$ cat src/rtl/bus_pkg.sv
// Shared definitions for the 6-source bus arbiter.
// Contents: source count, select width, idle mux code, FSM state encoding,
// and a helper that turns a source index into its one-hot grant vector.
package bus_pkg;

    localparam int unsigned NUM_SRC = 6;
    localparam int unsigned SEL_W   = 3;
    localparam logic [2:0]  SEL_IDLE = 3'b111;

    typedef enum logic {
        IDLE  = 1'b0,
        GRANT = 1'b1
    } state_e;

    // One-hot grant vector for a source index (0..5).
    function automatic logic [5:0] src_onehot(input logic [2:0] idx);
        logic [5:0] one_v;
        one_v = 6'b000001;
        return one_v << idx;
    endfunction

endpackage

$ cat src/rtl/rr_pick.sv
// Combinational winner search for the bus arbiter.
// Ports:
//   req   [5:0] in  : request vector, bit i = source i
//   start [2:0] in  : first index examined (0..5); search proceeds upward and wraps 5->0
//   mask  [5:0] in  : sources excluded from this search
//   found       out : at least one unmasked requester exists
//   idx   [2:0] out : index of the first unmasked requester at or after start
module rr_pick
    import bus_pkg::*;
(
    input  logic [5:0] req,
    input  logic [2:0] start,
    input  logic [5:0] mask,
    output logic       found,
    output logic [2:0] idx
);

    logic [5:0] cand_s;

    // Modulo-6 add; operands stay below 13 so two conditional subtractions suffice.
    function automatic logic [2:0] wrap6(input logic [2:0] base, input logic [2:0] off);
        logic [3:0] sum_v;
        sum_v = {1'b0, base} + {1'b0, off};
        if (sum_v >= 4'd6) begin
            sum_v = sum_v - 4'd6;
        end else begin
            sum_v = sum_v;
        end
        if (sum_v >= 4'd6) begin
            sum_v = sum_v - 4'd6;
        end else begin
            sum_v = sum_v;
        end
        return sum_v[2:0];
    endfunction

    assign cand_s = req & ~mask;

    // Walk the six positions from start; the first hit wins.
    always_comb begin
        found = 1'b0;
        idx   = 3'd0;
        for (int i = 0; i < 6; i++) begin
            if (!found && cand_s[wrap6(start, 3'(i))]) begin
                found = 1'b1;
                idx   = wrap6(start, 3'(i));
            end else begin
                found = found;
            end
        end
    end

endmodule

$ cat src/rtl/bus_arbiter.sv
// Six-source bus arbiter with registered grant / mux-select outputs.
// Optional build macro: BUS_ARB_FIXED_PRIO_EN selects fixed priority
// (source a highest) instead of round-robin; ports and timing are unchanged.
// Ports:
//   clk        in  : rising-edge clock
//   rst        in  : synchronous active-high reset
//   req   [5:0] in : per-source request (bit0=a .. bit5=f)
//   grant [5:0] out: one-hot grant, zero when idle
//   S0,S1,S2   out : bus mux select (S2 = MSB), 3'b111 when idle
//   bus_valid  out : bus carries the selected source's value
//   last_src [2:0] out: most recently granted source
// Parameter HOLD_CYCLES (1..15): cycles each grant drives the bus.
module bus_arbiter
    import bus_pkg::*;
#(
    parameter int unsigned HOLD_CYCLES = 2
)
(
    input  logic       clk,
    input  logic       rst,
    input  logic [5:0] req,
    output logic [5:0] grant,
    output logic       S0,
    output logic       S1,
    output logic       S2,
    output logic       bus_valid,
    output logic [2:0] last_src
);

    localparam logic [3:0] HOLD_LOAD = 4'(HOLD_CYCLES - 1);

    state_e     state_q, state_d;
    logic [3:0] cnt_q, cnt_d;
    logic [2:0] last_q, last_d;
    logic [5:0] grant_q, grant_d;
    logic [2:0] sel_q, sel_d;
    logic       valid_q, valid_d;

    logic [2:0] start_s;
    logic [5:0] mask_s;
    logic       found_s;
    logic [2:0] pick_s;
    logic       launch_s;
    logic [2:0] launch_idx_s;

    // Search origin and exclusion set for the winner search.
    always_comb begin
        start_s = 3'd0;
        mask_s  = 6'b000000;
`ifdef BUS_ARB_FIXED_PRIO_EN
        // Fixed priority always scans from a; the owner is not excluded so a
        // persistent higher-priority requester keeps the bus.
        start_s = 3'd0;
        mask_s  = 6'b000000;
`else
        if (last_q == 3'd5) begin
            start_s = 3'd0;
        end else begin
            start_s = last_q + 3'd1;
        end
        if (state_q == GRANT) begin
            mask_s = src_onehot(last_q);
        end else begin
            mask_s = 6'b000000;
        end
`endif
    end

    rr_pick u_pick (
        .req   (req),
        .start (start_s),
        .mask  (mask_s),
        .found (found_s),
        .idx   (pick_s)
    );

    // Decide whether a new grant starts this edge, and for whom.
    always_comb begin
        launch_s     = 1'b0;
        launch_idx_s = pick_s;
        case (state_q)
            IDLE: begin
                launch_s     = found_s;
                launch_idx_s = pick_s;
            end
            GRANT: begin
                if (cnt_q != 4'd0) begin
                    launch_s = 1'b0;
                end else if (found_s) begin
                    launch_s     = 1'b1;
                    launch_idx_s = pick_s;
                end else if (req[last_q]) begin
                    // Sole requester is the current owner: re-grant it back-to-back.
                    launch_s     = 1'b1;
                    launch_idx_s = last_q;
                end else begin
                    launch_s = 1'b0;
                end
            end
            default: begin
                launch_s = 1'b0;
            end
        endcase
    end

    // Next-state and next-output logic.
    always_comb begin
        state_d = state_q;
        cnt_d   = cnt_q;
        last_d  = last_q;
        grant_d = grant_q;
        sel_d   = sel_q;
        valid_d = valid_q;
        if (launch_s) begin
            state_d = GRANT;
            cnt_d   = HOLD_LOAD;
            last_d  = launch_idx_s;
            grant_d = src_onehot(launch_idx_s);
            sel_d   = launch_idx_s;
            valid_d = 1'b1;
        end else if ((state_q == GRANT) && (cnt_q != 4'd0)) begin
            cnt_d = cnt_q - 4'd1;
        end else begin
            state_d = IDLE;
            cnt_d   = 4'd0;
            grant_d = 6'b000000;
            sel_d   = SEL_IDLE;
            valid_d = 1'b0;
        end
    end

    // State and output registers; reset leaves last_q at 5 so source a wins first.
    always_ff @(posedge clk) begin
        if (rst) begin
            state_q <= IDLE;
            cnt_q   <= 4'd0;
            last_q  <= 3'd5;
            grant_q <= 6'b000000;
            sel_q   <= SEL_IDLE;
            valid_q <= 1'b0;
        end else begin
            state_q <= state_d;
            cnt_q   <= cnt_d;
            last_q  <= last_d;
            grant_q <= grant_d;
            sel_q   <= sel_d;
            valid_q <= valid_d;
        end
    end

    assign grant     = grant_q;
    assign S0        = sel_q[0];
    assign S1        = sel_q[1];
    assign S2        = sel_q[2];
    assign bus_valid = valid_q;
    assign last_src  = last_q;

endmodule

$ cat config.mk
export PLATFORM = sky130hd
export DESIGN_NAME = bus_arbiter
export DESIGN_NICKNAME = d
export VERILOG_FILES = /design/src/rtl/bus_pkg.sv /design/src/rtl/rr_pick.sv /design/src/rtl/bus_arbiter.sv
export SDC_FILE = /design/constraint.sdc
export NUM_CORES = 1
export LEC_CHECK = 0
export CORE_MARGIN = 1.5
export CORE_UTILIZATION = 45
export CTS_BUF_LIST = sky130_fd_sc_hd__clkbuf_8 sky130_fd_sc_hd__clkbuf_16
export DETAILED_ROUTE_END_ITERATION = 6
export GPL_TIMING_DRIVEN = 0
export HOLD_SLACK_MARGIN = 0.02
export PLACE_DENSITY_LB_ADDON = 0.2
export SLEW_MARGIN = 15
export SYNTH_ARGS = -nofsm -noshare
export SYNTH_HDL_FRONTEND = slang
export SYNTH_HIERARCHICAL = 1
export SYNTH_SLANG_ARGS = --single-unit
$ cat constraint.sdc
create_clock -name clk -period 5.75 [get_ports clk]
set_clock_uncertainty 0.05 [all_clocks]
set_input_delay 0.575 -clock clk [delete_from_list [all_inputs] [get_ports clk]]
set_output_delay 0.575 -clock clk [all_outputs]
set_load 0.05 [all_outputs]
==> results.cfg <==
[floorplan]
die_h_um = 69.6
dieArea_um2 = 4840
fp.dieW_um = 69.6
start_util = 0.464
io_pins = 21
core-area_um2 = 4290
rows = 24

[placement]
hpwl_um = 3780
routabilityCongestion = 0.820
dpl_cell_area_um2 = 2260
port_buffers = 20
dp.cells = 322

[finish]
syn2layout_area_growth_pct = 18.4
most-common-layout-cells = clkdlybuf4s50_1 (20), dfxtp_1 (16), nor2_1 (15), nand2_1 (14)
layout-drive-gt1-share = 0.162
fin_area_um2 = 2360
diodes = 0
fin_nets = 298
fin_util = 0.550
final_common_cell = clkdlybuf4s50_1
stdcell_count = 329
n_fill_cell = 405

[global_routing]
overflow = 0
antenna_found_initial = 0
met1_usage = 0.281
grt_use_met3 = 0.0276
track_usage = 0.200
grt_max_degree = 11
grt_pass1_wl_um = 8150
grt_util_met2 = 0.323
grt_pass1_vias = 1760
busiest_layer = met2

[route]
final_antenna_net_count = 0
viasPerCell = 5.82
routedWlPerCell_um = 15.0
firstDrtPassIters = 4
drc_errors = 0
num_vias = 1915
drt_wl_total_um = 4930
drt_iter0_drc = 103

[critical_path]
r2r-end = grant[2]$_SDFFE_PP0P_
cp_slowest_cell = nor4_1
crit_type = flop to flop
startpoint = last_src[0]$_SDFFE_PP1P_
crit_arrival_ns = 5.57
endpoint = grant[2]$_SDFFE_PP0P_
r2r_slack_ns = 0.33
cp_slowest_stage_delay_ns = 0.60
cp.required_ns = 5.90
critPathCaptureType = flop
r2r_start = last_src[0]$_SDFFE_PP1P_
ff2ff_path_depth = 23
crit_chain = clkbuf_4, clkinvlp_4, nor2_1, ha_1, a31oi_4, buf_6, xnor2_2, inv_1, ha_1, buf_2, xnor2_1, nor4_1, a311oi_1, o211ai_1, nand3_1, and4bb_1, buf_6, or4b_1, nor2b_1, and2_1, a2bb2oi_2, nor4_1, a32o_1
worstPathMaxFanout = 9
start_kind = flop

[sta]
min_period_over_period = 0.943
hold_viol_final = 0
worst_pin_slew_ns = 0.709
drv_slew = 0
tns_ns = 0
relSlewSlack = 0.522
period_needed_ns = 5.42
setup_viol = 0
max_freq_ghz = 0.184

[clocking]
htree_levels = 1
clock-sinks = 17
cts_made_buffers = 3
postCtsHoldBufs = 0
cts-root-buf = clkbuf_8
clk_pin_slew_worst_paths_ns = 0.07
cts_tree = yes
clk_latency_ns = 0.25
clk_path_buf_depth = 2

[yosys]
syn_area_um2 = 1990
synth_nets = 270
ys_seq_area_frac = 0.171
synth-main-ff-cell = dfxtp_1
ys_warn_count = 6
netlist_instances = 250
ys_ff_latch = 17
synth_cell_types = 68
syn_area_per_cell_um2 = 7.98
async_flop_share = 0
synth_edf_count = 0

[status]
status = complete, no violations

[flow_run]
maxCapViolations = 0

[hold_path]
hp-class = flop to flop
layout make-up:
cell class	instances	area, um2	share of cell area
Multi-Input combinational cell	206	1540	0.653
Buffer	12	78.8	0.0334
Clock inverter	1	5.00	0.00212
Clock buffer	3	41.3	0.0175
Inverter	14	56.3	0.0238
Sequential cell	17	342	0.145
Tap cell	52	65.1	0.0276
Timing Repair Buffer	24	230	0.0975
through the flow:
step	setup slack [ns]	hold slack, ns
2_1_floorplan	0.408	0.449
3_3_place_gp	0.136	0.396
3_5_place_dp	0.107	0.396
4_1_cts	0.0676	0.409
5_1_grt	-0.121	0.439
6_report	0.329	0.408
critical path, delay by kind of cell (launching register included):
| kind | cells | cell delay, ns |
|---|---|---|
| AOI/OAI and AO/OA | 5 | 0.92 |
| and+or+nand+nor | 8 | 2.41 |
| buffers and inverters | 6 | 0.95 |
| adders and majority gates | 2 | 0.44 |
| DFF | 1 | 0.32 |
| xor gates and xnor gates | 2 | 0.27 |
synthesized netlist by cell type (all sizes together) (3+ instances only):
cell type | number | share of area
dfxtp | 17 | 0.17
nor2 | 16 | 0.031
inv | 14 | 0.026
nand2 | 14 | 0.026
a21oi | 13 | 0.035
ha | 12 | 0.075
o21ai | 12 | 0.030
mux2i | 9 | 0.051
nand3 | 9 | 0.023
buf | 8 | 0.031
a31oi | 7 | 0.029
xnor2 | 7 | 0.035
and2 | 6 | 0.019
nand2b | 6 | 0.023
o31ai | 6 | 0.023
clkbuf | 5 | 0.0094
nor2b | 5 | 0.016
nor3 | 5 | 0.013
nor3b | 5 | 0.019
o21bai | 5 | 0.019
a211oi | 4 | 0.015
a21o | 4 | 0.015
a32o | 4 | 0.020
o22ai | 4 | 0.016
or2 | 4 | 0.013
or3 | 4 | 0.013
and3 | 3 | 0.0094
and3b | 3 | 0.013
mux2 | 3 | 0.017
nand3b | 3 | 0.011
or3b | 3 | 0.014
worst min path at each step:
stage / from / endpoint / slack (ns) / cells past startpoint
3_5_place_dp: grant[5]$_SDFFE_PP0P_ / grant[5]$_SDFFE_PP0P_ / 0.40 / 2
3_3_place_gp: grant[4]$_SDFFE_PP0P_ / grant[4]$_SDFFE_PP0P_ / 0.40 / 2
6_report: grant[4]$_SDFFE_PP0P_ / grant[4]$_SDFFE_PP0P_ / 0.41 / 2
5_1_grt: grant[3]$_SDFFE_PP0P_ / grant[3]$_SDFFE_PP0P_ / 0.44 / 1
4_1_cts: grant[5]$_SDFFE_PP0P_ / grant[5]$_SDFFE_PP0P_ / 0.41 / 2
2_1_floorplan: cnt_q[0]$_SDFF_PP0_ / cnt_q[0]$_SDFF_PP0_ / 0.45 / 2
layer usage:
metal / vias to the layer above / routed length, um
li1: 989 / -
met1: 884 / 2420
met2: 34 / 2290
met3: 8 / 158
met4: 0 / 55
met5: - / 0
cell families after synthesis:
logic type | Yosys count | share of synthesized area
XOR/XNOR | 7 | 0.0345
flip-flops | 17 | 0.171
AO/OA/AOI/OAI | 77 | 0.282
multiplexers | 12 | 0.0684
AND/OR/NAND/NOR | 98 | 0.303
buffers and inverters | 27 | 0.0665
adder cells (fa/ha/maj) | 12 | 0.0753
registers in the layout, indices dropped and copies added, names as in the netlist:
name       count
sel_q          3
grant          6
cnt_q          4
bus_valid      1
last_src       3
timing repair:
item	in CTS	in global routing
gates resized for setup	0	7
endpoints found under the setup margin	0	10
buffers inserted	0	4
Power is left out: the tool's default activity adds up to more than one toggle a clock period on the data nets, which glitch-free logic cannot reach.
